### src/rtl/serial_sub_ctrl_if.sv
// Host-side handshake and operand/result bundle for the bit-serial subtractor.
// The host drives the request side; the controller drives status and result.
interface serial_sub_ctrl_if #(
  parameter int unsigned WIDTH = 8
);
  logic             start;
  logic [WIDTH-1:0] a_in;
  logic [WIDTH-1:0] b_in;
  logic             bin;
  logic             busy;
  logic             done;
  logic [WIDTH-1:0] diff;
  logic             bout;

  modport master (
    output start, a_in, b_in, bin,
    input  busy, done, diff, bout
  );

  modport slave (
    input  start, a_in, b_in, bin,
    output busy, done, diff, bout
  );
endinterface

### src/rtl/serial_sub_ctrl.sv
// Bit-serial WIDTH-bit subtractor: one shared full-subtract cell walks the
// operands LSB first, carrying the borrow in a flop; the result is published on completion.
module serial_sub_ctrl #(
  parameter int unsigned WIDTH = 8
) (
  input logic             clk,
  input logic             rst_n,
  serial_sub_ctrl_if.slave bus
);

  localparam int unsigned CNT_W = $clog2(WIDTH);

  typedef enum logic [1:0] {
    S_IDLE = 2'd0,
    S_RUN  = 2'd1,
    S_DONE = 2'd2
  } state_e;

  state_e           state_q, state_d;
  logic [CNT_W-1:0] cnt_q, cnt_d;
  logic             brw_q, brw_d;
  logic [WIDTH-1:0] a_sr_q, a_sr_d;
  logic [WIDTH-1:0] b_sr_q, b_sr_d;
  logic [WIDTH-1:0] r_sr_q, r_sr_d;
  logic [WIDTH-1:0] diff_q, diff_d;
  logic             bout_q, bout_d;
  logic             busy_q, busy_d;
  logic             done_q, done_d;

  logic             cell_a_c;
  logic             cell_b_c;
  logic             differ_c;
  logic             barrow_c;
  logic [WIDTH-1:0] r_next_c;

  // Single-bit full subtractor over the current LSBs and the held borrow.
  always_comb begin
    cell_a_c = a_sr_q[0];
    cell_b_c = b_sr_q[0];
    differ_c = cell_a_c ^ cell_b_c ^ brw_q;
    barrow_c = (~cell_a_c & cell_b_c) | (~cell_a_c & brw_q) | (cell_b_c & brw_q);
    r_next_c = {differ_c, r_sr_q[WIDTH-1:1]};
  end

  // Next-state and datapath sequencing.
  always_comb begin
    state_d = state_q;
    cnt_d   = cnt_q;
    brw_d   = brw_q;
    a_sr_d  = a_sr_q;
    b_sr_d  = b_sr_q;
    r_sr_d  = r_sr_q;
    diff_d  = diff_q;
    bout_d  = bout_q;

    case (state_q)
      S_IDLE: begin
        if (bus.start) begin
          a_sr_d  = bus.a_in;
          b_sr_d  = bus.b_in;
          brw_d   = bus.bin;
          cnt_d   = '0;
          state_d = S_RUN;
        end
      end
      S_RUN: begin
        r_sr_d = r_next_c;
        a_sr_d = a_sr_q >> 1;
        b_sr_d = b_sr_q >> 1;
        brw_d  = barrow_c;
        cnt_d  = cnt_q + CNT_W'(1);
        // Last bit: the shifted word already includes this edge's difference bit.
        if (cnt_q == CNT_W'(WIDTH - 1)) begin
          diff_d  = r_next_c;
          bout_d  = barrow_c;
          state_d = S_DONE;
        end
      end
      S_DONE: begin
        state_d = S_IDLE;
      end
      default: begin
        state_d = S_IDLE;
      end
    endcase

    busy_d = (state_d == S_RUN);
    done_d = (state_d == S_DONE);
  end

  // State and datapath registers.
  always_ff @(posedge clk or negedge rst_n) begin
    if (!rst_n) begin
      state_q <= S_IDLE;
      cnt_q   <= '0;
      brw_q   <= 1'b0;
      a_sr_q  <= '0;
      b_sr_q  <= '0;
      r_sr_q  <= '0;
      diff_q  <= '0;
      bout_q  <= 1'b0;
      busy_q  <= 1'b0;
      done_q  <= 1'b0;
    end else begin
      state_q <= state_d;
      cnt_q   <= cnt_d;
      brw_q   <= brw_d;
      a_sr_q  <= a_sr_d;
      b_sr_q  <= b_sr_d;
      r_sr_q  <= r_sr_d;
      diff_q  <= diff_d;
      bout_q  <= bout_d;
      busy_q  <= busy_d;
      done_q  <= done_d;
    end
  end

  assign bus.busy = busy_q;
  assign bus.done = done_q;
  assign bus.diff = diff_q;
  assign bus.bout = bout_q;

endmodule

### src/flat_wrapper.sv
// flat-port wrapper written by rule: the top's interface ports become plain ports
module serial_sub_ctrl_flat 
#(
  parameter int unsigned WIDTH = 8
)
  (clk, rst_n, bus_start, bus_a_in, bus_b_in, bus_bin, bus_busy, bus_done, bus_diff, bus_bout);
  serial_sub_ctrl_if #(.WIDTH(WIDTH)) bus_i ();
  input logic clk;
  input logic rst_n;
  input wire logic [$bits(bus_i.start)-1:0] bus_start;
  input wire logic [$bits(bus_i.a_in)-1:0] bus_a_in;
  input wire logic [$bits(bus_i.b_in)-1:0] bus_b_in;
  input wire logic [$bits(bus_i.bin)-1:0] bus_bin;
  output wire logic [$bits(bus_i.busy)-1:0] bus_busy;
  output wire logic [$bits(bus_i.done)-1:0] bus_done;
  output wire logic [$bits(bus_i.diff)-1:0] bus_diff;
  output wire logic [$bits(bus_i.bout)-1:0] bus_bout;
  assign bus_i.start = bus_start;
  assign bus_i.a_in = bus_a_in;
  assign bus_i.b_in = bus_b_in;
  assign bus_i.bin = bus_bin;
  assign bus_busy = bus_i.busy;
  assign bus_done = bus_i.done;
  assign bus_diff = bus_i.diff;
  assign bus_bout = bus_i.bout;
  serial_sub_ctrl #(.WIDTH(WIDTH)) u_core (.clk(clk), .rst_n(rst_n), .bus(bus_i));
endmodule
### config.mk
export PLATFORM = sky130hd
export DESIGN_NAME = serial_sub_ctrl_flat
export DESIGN_NICKNAME = d
export VERILOG_FILES = /design/src/rtl/serial_sub_ctrl_if.sv /design/src/rtl/serial_sub_ctrl.sv /design/src/flat_wrapper.sv
export SDC_FILE = /design/constraint.sdc
export NUM_CORES = 1
export LEC_CHECK = 0
export CAP_MARGIN = 20
export CORE_UTILIZATION = 55
export CTS_CLUSTER_DIAMETER = 200
export DETAILED_ROUTE_END_ITERATION = 12
export GPL_TIMING_DRIVEN = 0
export PLACE_DENSITY = 0.83
export SLEW_MARGIN = 25
export SYNTH_ARGS = -nofsm -noshare
export SYNTH_HDL_FRONTEND = slang
export SYNTH_SLANG_ARGS = --single-unit
### constraint.sdc
create_clock -name clk -period 3.5 [get_ports clk]
set_input_delay 0.525 -clock clk [delete_from_list [all_inputs] [get_ports clk]]
set_output_delay 0.525 -clock clk [all_outputs]
set_load 0.005 [all_outputs]
==> results of run 1 <==
[cells in the final DEF, fill, tap and decap left out, types with 4 or more instances in the layout]
| cell type | count |
|---|---|
| nand2_1 | 26 |
| clkbuf_4 | 5 |
| inv_1 | 5 |
| mux2_2 | 6 |
| a21oi_1 | 14 |
| clkdlybuf4s50_1 | 29 |
| o21ai_0 | 4 |
| o32ai_2 | 5 |
| o32ai_1 | 7 |
| dfrtp_1 | 40 |
| nor2_1 | 17 |
| buf_2 | 5 |
[layout make-up]
type,instances,area share
buffer,12,0.0359
clock buffer,5,0.0168
clock inverter,3,0.0191
inverter,5,0.00842
multi-input combinational,102,0.301
sequential,40,0.449
tap,44,0.0247
timing repair buffer,31,0.145
[power by group through the flow]
| stage | Clock, mW | Sequential (mW) | Combinational (mW) |
|---|---|---|---|
| 2_1_floorplan | 0 | 0.791 | 0.484 |
| 3_3_place_gp | 0 | 0.805 | 0.695 |
| 3_5_place_dp | 0 | 0.819 | 0.731 |
| 4_1_cts | 0.304 | 0.810 | 0.734 |
| 5_1_grt | 0.319 | 0.833 | 0.813 |
| 6_report | 0.299 | 0.813 | 0.723 |
[worst max path at each step]
stage               cells after the start                  to  slack (ns)                from
finish                                  1         bus_diff[5]        1.75  u_core.bus.diff[5]
global route                            1         bus_diff[5]        1.69  u_core.bus.diff[5]
CTS                                     1         bus_diff[5]        1.72  u_core.bus.diff[5]
detailed placement                      6    u_core.a_sr_q[0]        1.61           bus_start
global placement                        1    u_core.b_sr_q[4]        1.02               rst_n
floorplan                               5  u_core.bus.diff[0]        2.05     u_core.cnt_q[0]
[metal layers]
metal,track usage,wire length (µm)
met1,0.263,1460
met2,0.399,1720
met3,0.0681,150
met4,0.0986,85
met5,0,0
[flip-flops by register name (all words and copies together), names as in the netlist]
name / count
u_core.cnt_q: 3
u_core.bus.done: 1
u_core.a_sr_q: 8
u_core.brw_q: 1
u_core.state_q: 2
u_core.bus.bout: 1
u_core.bus.busy: 1
u_core.bus.diff: 8
u_core.b_sr_q: 8
u_core.r_sr_q: 7
[metrics by stage]
| step | area, µm² | hold slack [ns] | power, mW | std cells |
|---|---|---|---|---|
| 3_3_place_gp | 2130 | 0.457 | 1.50 | 233 |
| 6_report | 2230 | 0.0892 | 1.83 | 242 |
| 5_1_grt | 2230 | 0.0902 | 1.97 | 242 |
| 2_1_floorplan | 1770 | 0.229 | 1.28 | 159 |
| 3_5_place_dp | 2150 | 0.469 | 1.55 | 234 |
| 4_1_cts | 2230 | 0.0913 | 1.85 | 242 |
[cell families after synthesis]
kind of cell               Yosys count  share of synthesized area
AOI/OAI and AO/OA                   37                      0.162
adders and majority gates            3                     0.0254
buffers and inverters               17                     0.0558
DFF                                 40                      0.565
muxes                                8                     0.0551
and+or+nand+nor                     54                      0.137
==> metrics.txt, run 1 <==
run status=completed; switching power=just over 0.6 mW; Yosys top cell area share=0.565; DP Worst Slack=~1.6 ns; Sw Ratio=0.338; Mapped Cells=~160; post-layout min period=approximately 1.8 ns; Num CTS Buffers=5; htree depth=2; Clk pin slew, worst setup/hold paths=0.12 ns; Post-synth EDFFs=0; top-count cell post-synth=dfrtp_1; CP max FO=2; boundary pin count=31; P_leak=1.00 nW; global-route wire length before repair=approximately 5800 µm; synthesized area=around 1800 µm²; sequential share of power=0.443; Crit Path Class=reg2out; PD cells=around 820 nW/µm²; die width=58.8 µm; via density per instance=about 5.4; FF-to-FF Start=u_core.cnt_q[0]; Pint=1.21 mW; initial antenna violation count=0; ys flop type=dfrtp_1; CP required=~3.0 ns; Max stage delay cell, worst path=clkdlybuf4s50_1; Yosys cell types=25; via count=~1300; largest cells by area after synthesis=dfrtp_1 56%, nand2_1 5.5%, o32ai_2 4.6%; mean post-synth cell area=around 11 µm²; Slew Viols, Final=0; HPWL Detailed=between 2000 and 3000 µm; Top delay family on crit path=buffers and inverters; CTS Buffer Depth=2; Resized cells post-CTS=0; Reg2Reg Depth=5; initial core utilization=0.580; period utilisation layout=0.500; Clk pwr share=0.163; DRT iter0 DRCs=64; Avg WL per Cell=14.1 µm; Yosys warning count=0; CP startpoint kind=register; area leader, netlist=dfrtp_1; Placer Congestion=~0.78; diodes inserted=0; Root Driver=clkbuf_4; logic gate share of total power=0.394; Seq. cell area=roughly 1000 µm²; Setup Buffers After CTS=0; CP max stage delay=~0.5 ns; Worst-Margin Slew=a little under 0.5 ns; DR pass1 iterations=4; PortBufs=30; final wirelength=3420 µm; Sink Count=40; Final Net Count=220; end-of-flow core utilization=0.730; RSZ-0062 raised after global routing=no; CTS Hold Bufs=0; core area=~3100 µm²; final setup fails=0; grt ovf=0; Clock Latency Late Sink=0.35 ns; share of synthesized flip-flops with an asynchronous set or reset=1.00; worst min-delay path category=in2async; Achievable Freq=approximately 570 MHz; drt drc=0; die area=~3500 µm²; setup TNS=0 ns; number of global-route vias before repair=~1300; Fill cells=244; Critical Path AT=between 1 and 1.5 ns; r2r setup slk=between 1.5 and 2 ns; Hold Violations, Final=0; Yosys reg bits=40; CP endpoint kind=primary output; die height=approximately 59 µm; GRT Total Usage=0.230; Synth top cells by count=40 x dfrtp_1, 26 x nand2_1, 17 x nor2_1; P&R area growth vs syn=25.8%; skew final=~0.0028 ns; Syn Nets=182; max_cap viols=0; Slew HR=0.676; Peak VDD IR=0.402 mV; area of the multi-input gates=~670 µm²; DRT antenna net count=0; pin count of the biggest net entering global routing=26; Cell Rows=20; Buf/Inv on CP=1; Seq/Total Area, Yosys=0.565; CP Cell Sequence=clkdlybuf4s50_1; CTS tree=built; layout cells sized above 1=0.182; reg2reg end=u_core.bus.diff[0]; final setup margin=between 1.5 and 2 ns
No activity file was read; power rests on OpenSTA's default activity.
==> inputs of run 2 (changes only) <==
CORE_UTILIZATION = 46   (was 55)
PLACE_DENSITY = 0.74   (was 0.83)
clock period = 1.54 ns   (was 3.5 ns; I/O delays follow)
==> run 2 against run 1 <==
Effect of this change: final area is 1.1% higher; hold slack gained 0.28 ns; non-clock buffer count rose by 1; sequential share of layout area decreased by 0.50 points; combinational power up 130%; largest cell class unchanged; highest routed layer unchanged.
==> metrics.txt, run 2 (synthesis gave the netlist of run 1 again) <==
run status=completed; CP startpoint kind=register; HPWL Detailed=2530 µm (-0.46%); switching power=1.41 mW (+130%); reg2reg end=u_core.bus.diff[2]; diodes inserted=0 (unchanged); Hold Violations, Final=0 (unchanged); Seq. cell area=1000 µm² (unchanged); boundary pin count=31 (unchanged); worst min-delay path category=in2async; period utilisation layout=0.927; die height=64.1 µm (+9.0%); Root Driver=clkbuf_8; DRT antenna net count=0 (unchanged); PortBufs=30 (unchanged); Avg WL per Cell=14.2 µm (+0.50%); logic gate share of total power=0.395 (about the same); Reg2Reg Depth=4 (-1); core area=3690 µm² (+21%); setup TNS=0 ns (unchanged); sequential share of power=0.440 (-0.003); Cell Rows=22 (+10%); CTS Buffer Depth=2 (unchanged); layout cells sized above 1=0.176 (-0.00594); placed cells=238 (+1.7%); Pint=2.80 mW (+130%); Clk pwr share=0.165 (+0.002); PD cells=1870 nW/µm² (+130%); dpl cell area=2150 µm² (-0.12%); pin count of the biggest net entering global routing=29 (+12%); htree depth=2 (unchanged); DRT iter0 DRCs=59 (-7.8%); most frequent cells in the layout=40 x dfrtp_1, 29 x clkdlybuf4s50_1, 26 x nand2_1, 17 x nor2_1, 14 x a21oi_1; CP max FO=9 (+7); Achievable Freq=about 700 MHz; Num CTS Buffers=5 (unchanged); P_leak=1.01 nW (+1.2%); final setup fails=0 (unchanged); initial antenna violation count=0 (unchanged); CP required=1.71 ns (-1.26 ns); GRT Total Usage=0.187 (-0.0426); Sink Count=40 (unchanged); Hold WS=0.367 ns (+0.278 ns); global-route wire length before repair=5870 µm (+1.2%); post-layout min period=approximately 1.4 ns; Fill cells=321 (+32%); drt drc=0 (unchanged); Sw Ratio=0.335 (-0.00347); initial core utilization=0.480 (-0.100); r2r setup slk=0.11 ns (-1.81 ns); final wirelength=3500 µm (+2.6%); critical path launch point=u_core.cnt_q[0]; Post-Layout Inst Area=2250 µm² (+1.1%); area of the multi-input gates=683 µm² (+1.7%); Crit Path Class=reg2reg; RSZ-0062 raised after global routing=no; Clk pin slew, worst setup/hold paths=0.07 ns (-0.05 ns); Clock Latency Late Sink=0.28 ns (-0.07 ns); FF-to-FF Start=u_core.cnt_q[0]; Worst-Margin Slew=0.494 ns (+0.00824 ns); skew final=0.00253 ns (-0.000290 ns); CP endpoint kind=register; DR pass1 iterations=4 (unchanged); Placer Congestion=0.769 (-1.5%); Slew HR=0.670 (-0.00549); max_cap viols=0 (unchanged); die width=64.1 µm (+9.0%); number of global-route vias before repair=1308 (-1.8%); via density per instance=5.26 (-3.2%); Peak VDD IR=1.14 mV (+180%); Slew Viols, Final=0 (unchanged); Critical Path AT=1.60 ns (+0.37 ns); commonest non-fill, non-tap cell in the layout=dfrtp_1; grt ovf=0 (unchanged); P&R area growth vs syn=27.3%; Final Net Count=221 (+0.45%); fin cells=247 (+2.1%); via count=1300 (-1.2%); die area=4100 µm² (+19%); CTS tree=built
==> run 2: cell type report <==
class,count,area share
Inverter,5,0.00832
Timing Repair Buffer,33,0.148
Clock buffer,8,0.0400
Multi-Input combinational cell,102,0.303
Tap cell,48,0.0266
Buffer,11,0.0305
Sequential cell,40,0.444
==> run 2: repair_timing <==
item                       CTS  global route
buffers inserted             1             0
hold buffers                 1             0
gates resized for setup      1             1
setup endpoints to repair    4             6
hold endpoints to repair    12             0
gates cloned                 0             0
pin swaps                    0             0
==> run 2: worst max path at each step <==
stage,end,slack [ns]
after global routing,u_core.bus.diff[2],0.06
final,u_core.bus.diff[2],0.11
after CTS,u_core.bus.diff[2],0.004
after global placement,u_core.b_sr_q[3],-0.68
after floorplan,u_core.bus.diff[0],0.09
after detailed placement,u_core.a_sr_q[3],-0.04
==> run 2: power groups by stage <==
stage          Combinational [mW]  Clock, mW  Sequential (mW)
2_1_floorplan                1.10          0             1.80
4_1_cts                      1.68      0.717             1.85
6_report                     1.66      0.695             1.85
5_1_grt                      1.84      0.767             1.92
3_5_place_dp                 1.67          0             1.87
3_3_place_gp                 1.58          0             1.83
==> run 2: per-layer routing <==
metal / vias up / global-route usage / part of all wire
met2: 45 / 0.347 / 0.52
li1: 630 / - / -
met4: 0 / 0.0341 / 0.0071
met5: - / 0 / 0
met3: 2 / 0.0518 / 0.048
met1: 623 / 0.215 / 0.42
==> run 2: per-stage QoR <==
step	util	power [mW]	worst slack (ns)
floorplan	-	2.90	0.0934
global placement	0.578	3.41	-0.681
detailed placement	0.582	3.53	-0.0449
CTS	0.614	4.25	0.00380
global route	0.611	4.52	0.0581
finish	0.611	4.21	0.112
==> run 2: critical path: stages (launching register included) <==
cell and delay [ns]:
dfrtp_1 0.40, ha_1 0.20, ha_2 0.20, nand3b_4 0.15, mux2_2 0.36
==> inputs of run 3 (changes only) <==
CORE_UTILIZATION = 55   (was 46)
PLACE_DENSITY = 0.83   (was 0.74)
clock period = 1.8 ns   (was 1.54 ns; I/O delays follow)
==> run 3 against run 2 <==
Effect of this change: utilization grew 12 points; fmax shrank 9.4%; final area shrank 0.67%; count of clock-buffer cells in the layout shrank 3; final cell count shrank 1.6%; register-to-register slack gained 0.11 ns; critical path depth grew 1; hold slack gained 0.0040 ns.
==> metrics.txt, run 3 (synthesis gave the netlist of run 1 again) <==
run status=completed; Top delay family on crit path=adder cells; Avg WL per Cell=14.0 µm (-0.94%); WP depth=5 (+1); period utilisation layout=0.875 (-0.0517); Clock Latency Late Sink=0.35 ns (+0.07 ns); DRT iter0 DRCs=62 (+5.1%); GRT Total Usage=0.230 (+0.0426); Setup Buffers After CTS=0 (-1); layout cells sized above 1=0.181 (+0.00503); die height=58.8 µm (-8.3%); pin count of the biggest net entering global routing=26 (-10%); via density per instance=5.38 (+2.2%); core area=3050 µm² (-17%); Worst-Margin Slew=0.487 ns (-0.00690 ns); post-layout min period=1.58 ns (+0.148 ns); via count=1307 (+0.54%); Critical Path AT=1.82 ns (+0.22 ns); Crit Path Class=reg2reg; CP max stage delay=0.41 ns (about the same); CP required=2.04 ns (+0.33 ns); CP Cell Sequence=ha_1 > ha_1 > nand3b_2 > buf_6 > mux2_2; skew final=0.00415 ns (+0.00162 ns); max_cap viols=0 (unchanged); Peak VDD IR=0.776 mV (-32%); Pwr Total=3.57 mW (-15%); Achievable Freq=635 MHz (-9.4%); DRT antenna net count=0 (unchanged); Reg2Reg Depth=5 (+1); CTS Buffer Depth=2 (unchanged); CP max FO=10 (+1); htree depth=2 (unchanged); Buf/Inv on CP=1 (+1); PortBufs=30 (unchanged); Hold Violations, Final=0 (unchanged); setup TNS=0 ns (unchanged); die width=58.8 µm (-8.3%); CP startpoint kind=register; r2r setup slk=0.22 ns (+0.11 ns); drt drc=0 (unchanged); Final Net Count=221 (unchanged); Root Driver=clkbuf_4; RSZ-0062 raised after global routing=no; initial core utilization=0.580 (+0.100); CP endpoint kind=register; Slew HR=0.675 (+0.00460); Max stage delay cell, worst path=dfrtp_1; CP endpoint=u_core.bus.diff[0]; PD cells=1590 nW/µm² (-15%); fin cells=243 (-1.6%); most frequent cells in the layout=40 x dfrtp_1, 29 x clkdlybuf4s50_1, 26 x nand2_1, 17 x nor2_1, 14 x a21oi_1; boundary pin count=31 (unchanged); DR pass1 iterations=4 (unchanged); commonest non-fill, non-tap cell in the layout=dfrtp_1; final wirelength=3410 µm (-2.5%); number of global-route vias before repair=1332 (+1.8%); Num CTS Buffers=5 (unchanged); FF-to-FF Start=u_core.cnt_q[0]; placed cells=234 (-1.7%); most frequent CP cell=ha_1; Cell Rows=20 (-9.1%); initial antenna violation count=0 (unchanged); die area=3450 µm² (-16%); critical path launch point=u_core.cnt_q[0]; diodes inserted=0 (unchanged); global-route wire length before repair=5800 µm (-1.2%); HPWL Detailed=2540 µm (+0.47%); worst min-delay path category=in2async; Clk pin slew, worst setup/hold paths=0.11 ns (+0.04 ns); grt ovf=0 (unchanged); Sink Count=40 (unchanged); CTS tree=built; Slew Viols, Final=0 (unchanged); P_leak=1.01 nW (-0.82%); P&R area growth vs syn=26.4%; Placer Congestion=0.781 (+1.5%); reg2reg end=u_core.bus.diff[0]; final setup fails=0 (unchanged)
[run 3: layout make-up]
| type | count | area, µm² |
|---|---|---|
| clock inverters | 3 | 42.5 |
| flip-flops and latches | 40 | 1000 |
| inverters | 5 | 18.8 |
| fillers | 243 | 813 |
| repair buffers | 32 | 333 |
| well taps | 44 | 55.1 |
| multi-input cells | 102 | 672 |
| clock buffers | 5 | 37.5 |
| plain buffers | 12 | 80.1 |
[run 3: layer usage]
layer,up-vias,track usage,share of wire
met5,-,0,0
met2,31,0.399,0.50
met4,0,0.0986,0.024
li1,632,-,-
met1,635,0.264,0.43
met3,9,0.0659,0.041
[run 3: what timing repair did]
| item | in CTS | in global routing |
|---|---|---|
| hold buffers | 1 | 0 |
| gates resized for setup | 0 | 0 |
| endpoints found under the hold margin | 15 | 0 |
| endpoints found under the setup margin | 0 | 0 |
[run 3: power by group]
part | switching (mW) | leakage, nW | internal, mW
Combinational | 0.643 | 0.477 | 0.766
Clock | 0.289 | 0.0412 | 0.289
Sequential | 0.273 | 0.488 | 1.31
Total | 1.21 | 1.01 | 2.36
[run 3: through the flow]
stage	utilization	instance area (µm²)	hold WS (ns)	setup slack, ns
2_1_floorplan	-	1770	-0.0256	0.353
3_3_place_gp	0.697	2130	0.457	-0.423
3_5_place_dp	0.704	2150	0.222	0.167
4_1_cts	0.734	2240	0.386	0.212
5_1_grt	0.734	2240	0.395	0.168
6_report	0.734	2240	0.371	0.224
[run 3: worst min path at each step]
stage	to	cells after the start	startpoint	slack [ns]
after floorplan	u_core.a_sr_q[0]	0	rst_n	-0.03
after detailed placement	u_core.brw_q	1	rst_n	0.22
final	u_core.brw_q	2	rst_n	0.37
after CTS	u_core.a_sr_q[0]	2	rst_n	0.39
after global routing	u_core.brw_q	2	rst_n	0.39
after global placement	u_core.r_sr_q[1]	2	u_core.r_sr_q[1]	0.46
